`src/rtl/axi_lite_master_pkg.sv`:
```
// Shared types for the AXI-Lite master bridge: FSM state, response codes and
// the default AXI request/response structs (64-bit addr/data, 10-bit ID).
package axi_lite_master_pkg;

  typedef enum logic [2:0] {
    IDLE,
    WRITE,
    WRITE_B,
    READ,
    READ_R
  } state_t;

  localparam logic [1:0] RESP_OKAY   = 2'b00;
  localparam logic [1:0] RESP_EXOKAY = 2'b01;
  localparam logic [1:0] RESP_SLVERR = 2'b10;
  localparam logic [1:0] RESP_DECERR = 2'b11;

  localparam logic [1:0] BURST_INCR = 2'b01;

  typedef struct packed {
    logic [63:0] addr;
    logic [2:0]  prot;
    logic [3:0]  region;
    logic [7:0]  len;
    logic [2:0]  size;
    logic [1:0]  burst;
    logic        lock;
    logic [3:0]  cache;
    logic [3:0]  qos;
    logic [9:0]  id;
    logic [5:0]  atop;
    logic [0:0]  user;
  } aw_chan_t;

  typedef struct packed {
    logic [63:0] addr;
    logic [2:0]  prot;
    logic [3:0]  region;
    logic [7:0]  len;
    logic [2:0]  size;
    logic [1:0]  burst;
    logic        lock;
    logic [3:0]  cache;
    logic [3:0]  qos;
    logic [9:0]  id;
    logic [0:0]  user;
  } ar_chan_t;

  typedef struct packed {
    logic [63:0] data;
    logic [7:0]  strb;
    logic        last;
    logic [0:0]  user;
  } w_chan_t;

  typedef struct packed {
    logic [9:0] id;
    logic [1:0] resp;
    logic [0:0] user;
  } b_chan_t;

  typedef struct packed {
    logic [9:0]  id;
    logic [63:0] data;
    logic [1:0]  resp;
    logic        last;
    logic [0:0]  user;
  } r_chan_t;

  typedef struct packed {
    logic     aw_valid;
    aw_chan_t aw;
    logic     w_valid;
    w_chan_t  w;
    logic     b_ready;
    logic     ar_valid;
    ar_chan_t ar;
    logic     r_ready;
  } req_t;

  typedef struct packed {
    logic    aw_ready;
    logic    ar_ready;
    logic    w_ready;
    logic    b_valid;
    b_chan_t b;
    logic    r_valid;
    r_chan_t r;
  } resp_t;

endpackage

```
`src/rtl/axi_lite_master_bridge.sv`:
```
// Single-outstanding req/gnt to AXI-Lite master bridge.
// Optional AXI_LITE_MASTER_ERR_EN: report resp[1] of the completing beat on err_o.
module axi_lite_master_bridge
  import axi_lite_master_pkg::*;
#(
  parameter int unsigned AXI_ADDR_WIDTH = 64,
  parameter int unsigned AXI_DATA_WIDTH = 64,
  parameter int unsigned AXI_ID_WIDTH   = 10,
  parameter int unsigned AXI_ID         = 0,
  parameter type axi_req_t  = axi_lite_master_pkg::req_t,
  parameter type axi_resp_t = axi_lite_master_pkg::resp_t
) (
  input  logic                        clk_i,
  input  logic                        rst_i,
  input  logic                        req_i,
  output logic                        gnt_o,
  input  logic                        we_i,
  input  logic [AXI_ADDR_WIDTH-1:0]   addr_i,
  input  logic [AXI_DATA_WIDTH/8-1:0] be_i,
  input  logic [AXI_DATA_WIDTH-1:0]   wdata_i,
  output logic                        rvalid_o,
  output logic [AXI_DATA_WIDTH-1:0]   rdata_o,
  output logic                        err_o,
  output axi_req_t                    axi_req_o,
  input  axi_resp_t                   axi_resp_i
);

  localparam logic [2:0] AXI_SIZE = 3'($clog2(AXI_DATA_WIDTH / 8));

  state_t state_q, state_d;

  logic [AXI_ADDR_WIDTH-1:0]   addr_q;
  logic [AXI_DATA_WIDTH/8-1:0] be_q;
  logic [AXI_DATA_WIDTH-1:0]   wdata_q;
  logic                        aw_done_q, w_done_q;
  logic                        rvalid_q;
  logic [AXI_DATA_WIDTH-1:0]   rdata_q;

  logic aw_hs_done, w_hs_done, b_hs, r_hs;

  assign aw_hs_done = aw_done_q || axi_resp_i.aw_ready;
  assign w_hs_done  = w_done_q  || axi_resp_i.w_ready;
  assign b_hs       = (state_q == WRITE_B) && axi_resp_i.b_valid;
  assign r_hs       = (state_q == READ_R)  && axi_resp_i.r_valid;

  always_ff @(posedge clk_i) begin
    if (rst_i) state_q <= IDLE;
    else       state_q <= state_d;
  end

  always_comb begin
    state_d = state_q;
    unique case (state_q)
      IDLE:    if (req_i) state_d = we_i ? WRITE : READ;
      WRITE:   if (aw_hs_done && w_hs_done) state_d = WRITE_B;
      WRITE_B: if (axi_resp_i.b_valid) state_d = IDLE;
      READ:    if (axi_resp_i.ar_ready) state_d = READ_R;
      READ_R:  if (axi_resp_i.r_valid) state_d = IDLE;
      default: state_d = IDLE;
    endcase
  end

  // Done flags only live inside WRITE; they clear as the FSM leaves it.
  always_ff @(posedge clk_i) begin
    if (rst_i) begin
      addr_q    <= '0;
      be_q      <= '0;
      wdata_q   <= '0;
      aw_done_q <= 1'b0;
      w_done_q  <= 1'b0;
      rvalid_q  <= 1'b0;
      rdata_q   <= '0;
    end else begin
      if (state_q == IDLE && req_i) begin
        addr_q  <= addr_i;
        be_q    <= be_i;
        wdata_q <= wdata_i;
      end
      aw_done_q <= (state_q == WRITE) && (state_d == WRITE) && aw_hs_done;
      w_done_q  <= (state_q == WRITE) && (state_d == WRITE) && w_hs_done;
      rvalid_q  <= b_hs || r_hs;
      if (r_hs) rdata_q <= axi_resp_i.r.data;
    end
  end

  always_comb begin
    gnt_o     = 1'b0;
    axi_req_o = '0;

    axi_req_o.aw.addr  = addr_q;
    axi_req_o.aw.len   = '0;
    axi_req_o.aw.size  = AXI_SIZE;
    axi_req_o.aw.burst = BURST_INCR;
    axi_req_o.aw.id    = AXI_ID_WIDTH'(AXI_ID);
    axi_req_o.w.data   = wdata_q;
    axi_req_o.w.strb   = be_q;
    axi_req_o.w.last   = 1'b1;
    axi_req_o.ar.addr  = addr_q;
    axi_req_o.ar.len   = '0;
    axi_req_o.ar.size  = AXI_SIZE;
    axi_req_o.ar.burst = BURST_INCR;
    axi_req_o.ar.id    = AXI_ID_WIDTH'(AXI_ID);

    if (!rst_i) begin
      unique case (state_q)
        IDLE:    gnt_o = req_i;
        WRITE: begin
          axi_req_o.aw_valid = !aw_done_q;
          axi_req_o.w_valid  = !w_done_q;
        end
        WRITE_B: axi_req_o.b_ready  = 1'b1;
        READ:    axi_req_o.ar_valid = 1'b1;
        READ_R:  axi_req_o.r_ready  = 1'b1;
        default: ;
      endcase
    end
  end

  assign rvalid_o = rvalid_q;
  assign rdata_o  = rdata_q;

`ifdef AXI_LITE_MASTER_ERR_EN
  logic err_q;

  always_ff @(posedge clk_i) begin
    if (rst_i)     err_q <= 1'b0;
    else if (b_hs) err_q <= axi_resp_i.b.resp[1];
    else if (r_hs) err_q <= axi_resp_i.r.resp[1];
    else           err_q <= 1'b0;
  end

  assign err_o = err_q;

  logic unused_resp;
  assign unused_resp = ^{axi_resp_i.b.id, axi_resp_i.b.user, axi_resp_i.b.resp[0],
                         axi_resp_i.r.id, axi_resp_i.r.last, axi_resp_i.r.user,
                         axi_resp_i.r.resp[0]};
`else
  assign err_o = 1'b0;

  logic unused_resp;
  assign unused_resp = ^{axi_resp_i.b.id, axi_resp_i.b.user, axi_resp_i.b.resp,
                         axi_resp_i.r.id, axi_resp_i.r.last, axi_resp_i.r.user,
                         axi_resp_i.r.resp};
`endif

endmodule

```
`config.mk`:
```
export PLATFORM = sky130hd
export DESIGN_NAME = axi_lite_master_bridge
export DESIGN_NICKNAME = d
export VERILOG_FILES = /design/src/rtl/axi_lite_master_pkg.sv /design/src/rtl/axi_lite_master_bridge.sv
export SDC_FILE = /design/constraint.sdc
export NUM_CORES = 1
export LEC_CHECK = 0
export BUFFER_PORTS_ARGS = -buffer_cell sky130_fd_sc_hd__buf_2
export CORE_AREA = 2 2 232 234
export CTS_CLUSTER_SIZE = 8
export DETAILED_ROUTE_END_ITERATION = 16
export DIE_AREA = 0 0 234 236
export GPL_TIMING_DRIVEN = 1
export PLACE_DENSITY = 0.4
export SETUP_SLACK_MARGIN = 0.4
export SYNTH_ARGS = -nofsm -noshare
export SYNTH_HDL_FRONTEND = slang
export SYNTH_SLANG_ARGS = --single-unit
```
`constraint.sdc`:
```
create_clock -name clk_i -period 2.1 [get_ports clk_i]
set_clock_uncertainty 0.15 [all_clocks]
set_input_delay 0.105 -clock clk_i [delete_from_list [all_inputs] [get_ports clk_i]]
set_output_delay 0.105 -clock clk_i [all_outputs]
set_load 0.01 [all_outputs]
```
=== Yosys cells after proc, flatten, opt, wreduce, memory -nomap -nowiden ===
Cells that the tools add are included.

* Bits in registers: 206
* Logic and storage cells: 44

* Equal/unequal tests: 5
* Muxes and demuxes: 18
* Reductions and logical operators: 13

{| class="wikitable"
|+ Operators by type and width
! cell !! number
|-
| $mux W3 || 5
|-
| $pmux W3 S5 || 1
|-
| $mux W1 || 10
|-
| $logic_and A1 B1 Y1 || 7
|-
| $eq A3 B1 Y1 const B || 2
|-
| $eq A3 B2 Y1 const B || 2
|-
| $mux W2 || 2
|-
| $eq A3 B3 Y1 const B || 1
|-
| $logic_not A3 Y1 || 1
|-
| $logic_or A1 B1 Y1 || 3
|-
| $logic_not A1 Y1 || 2
|}

=== Logic depth before layout (Yosys ltp) ===
* Word-level depth: 7
* Gate-level depth with buffers: 7
* Mapped depth without buffers: 3

=== Worst setup path after synthesis ===
OpenSTA, ideal clock, no wires.

* Path kind: flip-flop to output port
* Start: reg state_q[2]
* End: out gnt_o
* Arrival time: 1.395 ns
* Required time: 1.845 ns
* Slack: 0.450 ns
* Cell stages (with the launch flop): 6
* Path through: dfxtp_1 -> buf_2 -> or4b_1 -> buf_2 -> buf_6 -> nor2_1

* Cells in the longest elaborated chain, start to end: 3

{| class="wikitable"
|+ Ends and longest elaborated chain
! item !! line !! RTL
|-
| from (decl) || axi_lite_master_bridge.sv:30 || <nowiki>state_t state_q, state_d;</nowiki>
|-
| from (signal assigned) || axi_lite_master_bridge.sv:48 || <nowiki>else state_q <= state_d;</nowiki>
|-
| $logic_not A3 Y1 || axi_lite_master_bridge.sv:105 || <nowiki>unique case (state_q)</nowiki>
|-
| $mux W1 || axi_lite_master_bridge.sv:105 ||
|-
| $mux W1 || axi_lite_master_bridge.sv:104 || <nowiki>if (!rst_i) begin</nowiki>
|-
| to (decl) || axi_lite_master_bridge.sv:16 || <nowiki>output logic gnt_o,</nowiki>
|}

No other way between the ends.

=== Worst setup path in the final report ===
* Start: reg state_q[1]
* End: out gnt_o

Same word-level chain as after synthesis.

==> summary.txt <==
# rows -> 85
maximum clock path buffer count -> 3
Clock Sinks -> 206
minimum clock period -> 2050 ps
Final period util -> 97.6%
Critical Path AT -> 1790 ps
slew margin rel. -> 45.3%
synth-to-layout area growth -> 83.7%
setup TNS -> 0 ps
Synth cell types -> 29
Final nets -> 1961
sequential share of the synthesized area -> 49.5%
initial antenna violation count -> 7
Synth Instances -> 1063
Clk Latency, worst-skew pair -> 560 ps
WP data required -> 1850 ps
CTS tree -> yes
Clock Tree Root -> clkbuf_16
DR DRC count -> 0
fmax -> 0.488 GHz
R2R cell count -> 6
worst vdd ir -> 0.469 mV
Slew Viols, Final -> 0
Synth warnings -> 0
Overflow after GRT -> 0
Die X -> 234 um
#FFs+latches synth -> 206
pwr dens -> 713 nW/um2
most frequent cells in the layout -> buf_2, nand2_1, dlygate4sd3_1
Initial Util -> 15.7%
first drt pass iteration count -> 5
multi-input combinational cell area -> 3590 um2
max-capacitance violation count -> 0
status -> complete, no violations
DP Area -> 10800 um2
Vias -> 9164
syn avg cell area -> 7.83 um2
Startpoint Class -> flip-flop
largest net degree at the start of global routing -> 119
Total Routed Length -> 36400 um
global placer's final weighted congestion -> 0.746
all-layer global routing usage -> 11.8%
Lkg Pwr -> 7.14 nW
Worst Setup End Kind -> output port
commonest non-fill, non-tap cell in the layout -> buf_2
DR iter-0 viols -> 203
Final Hold Fails -> 0
RSZ-0062 raised after global routing -> true
# fillers -> 5675
die area -> 55200 um2
dpl hpwl -> 21900 um
H-tree depth -> 1
io pins -> 596
post-layout util -> 28.8%
Wirelength per Cell -> 15.0 um
worst hold stages -> 4
Crit Path Max Fanout -> 4
# setup viols final -> 0
Worst-Margin Slew -> 821 ps
vias in the first global route -> 8492
clock slew at reported path FFs -> 50 ps
Crit Path Category -> reg2out
antenna viol nets, final -> 0
hold slack -> 73.1 ps
CTS Buf Count -> 30
vias per cell -> 3.77
cell area after layout -> 15300 um2
Mapped Area -> 8330 um2
register area -> 4140 um2
first-pass GRT wire length -> 50000 um
Port Buf Inserts -> 479
Core Box Area -> 53100 um2
share of cells above drive strength 1 -> 40.5%
DIE HEIGHT -> 236 um
min-delay worst type -> in2reg
-- metrics by stage --
stage / instances / setup slack (ps) / total power, mW
finish: 2428 / 50.6 / 10.9
global placement: 2125 / 198 / 5.77
detailed placement: 2125 / 178 / 5.78
floorplan: 1150 / 450 / 5.28
global route: 2428 / -5.23 / 11.5
CTS: 2404 / 22.0 / 10.8
-- Yosys cell counts --
| master | n | area [um2] |
|---|---|---|
| buf_1 | 6 | 22.5 |
| o2111ai_1 | 1 | 8.76 |
| or4b_1 | 1 | 10.0 |
| nor3_1 | 2 | 10.0 |
| nor4b_1 | 2 | 17.5 |
| o21ai_0 | 1 | 5.00 |
| buf_2 | 31 | 155 |
| nor3b_1 | 2 | 15.0 |
| o22ai_1 | 1 | 6.26 |
| inv_1 | 1 | 3.75 |
| o31a_1 | 1 | 8.76 |
| a211oi_1 | 1 | 7.51 |
| o32a_1 | 1 | 10.0 |
| conb_1 | 2 | 7.51 |
| or2_2 | 1 | 6.26 |
| nand2_1 | 402 | 1510 |
| nor4bb_1 | 1 | 10.0 |
| or3b_2 | 1 | 8.76 |
| a21oi_1 | 201 | 1010 |
| clkbuf_1 | 25 | 93.8 |
| or3_1 | 1 | 6.26 |
| dfxtp_1 | 206 | 4120 |
| a21boi_1 | 1 | 7.51 |
| nand2b_1 | 2 | 12.5 |
| nor2_1 | 6 | 22.5 |
| nor4_1 | 2 | 12.5 |
| nand4bb_1 | 1 | 11.3 |
| buf_6 | 2 | 22.5 |
| buf_4 | 158 | 1190 |
-- layout make-up --
| type | instances | share of cell area, % |
|---|---|---|
| Inverter | 1 | 0.0245 |
| Antenna cell | 3 | 0.0491 |
| Tap cell | 696 | 5.69 |
| Timing Repair Buffer | 764 | 38.3 |
| Multi-Input combinational cell | 722 | 23.5 |
| Clock buffer | 34 | 5.15 |
| Sequential cell | 206 | 27.0 |
| Clock inverter | 2 | 0.229 |
-- worst max-delay path: stages, from the launching register on --
cell and delay [ps]:
dfxtp_4 350, or4b_4 570, buf_12 150, nor2_4 70, buf_6 100
-- where the power goes --
part	internal [mW]	switching (mW)	total [mW]	leakage, nW
logic	1.12	1.12	2.24	5.06
clock network	2.70	1.70	4.40	0.404
registers	4.12	0.134	4.26	1.68
total	7.94	2.96	10.9	7.14
-- routing by layer --
metal / track usage [%] / share of wire (%)
met1: 13.7 / 41
met2: 21.4 / 50
met3: 2.66 / 6.8
met4: 3.05 / 1.8
met5: 0 / 0.10
-- final timing paths --
kind	from	end	slack, ps
worst min register to register	rdata_o[34]	rdata_o[34]	300
worst max-delay path	state_q[1]	gnt_o	50
worst min-delay path	req_i	state_q[1]	70
worst max register to register	state_q[1]	addr_q[61]	90
-- repair_timing --
item / 4_1_cts / 5_1_grt
setup endpoints to repair: 209 / 208
cloned: 12 / 12
hold buffers: 207 / 0
gates resized for setup: 39 / 159
pin swaps: 5 / 45
setup buffers: 24 / 9
hold endpoints to repair: 206 / 0
-- state kept, by name, summed over array words and instances (netlist names) --
signal,cells
addr_q,64
be_q,8
state_q,3
aw_done_q,1
wdata_q,64
rdata_o,64
rvalid_o,1
w_done_q,1
-- cell families after synthesis --
group | synth area share, %
AO/OA/AOI/OAI | 12.7
buffers and inverters | 17.8
flip-flops | 49.5
other | 0.0902
AND/OR/NAND/NOR | 19.8
(Power assumes the default switching activity.)
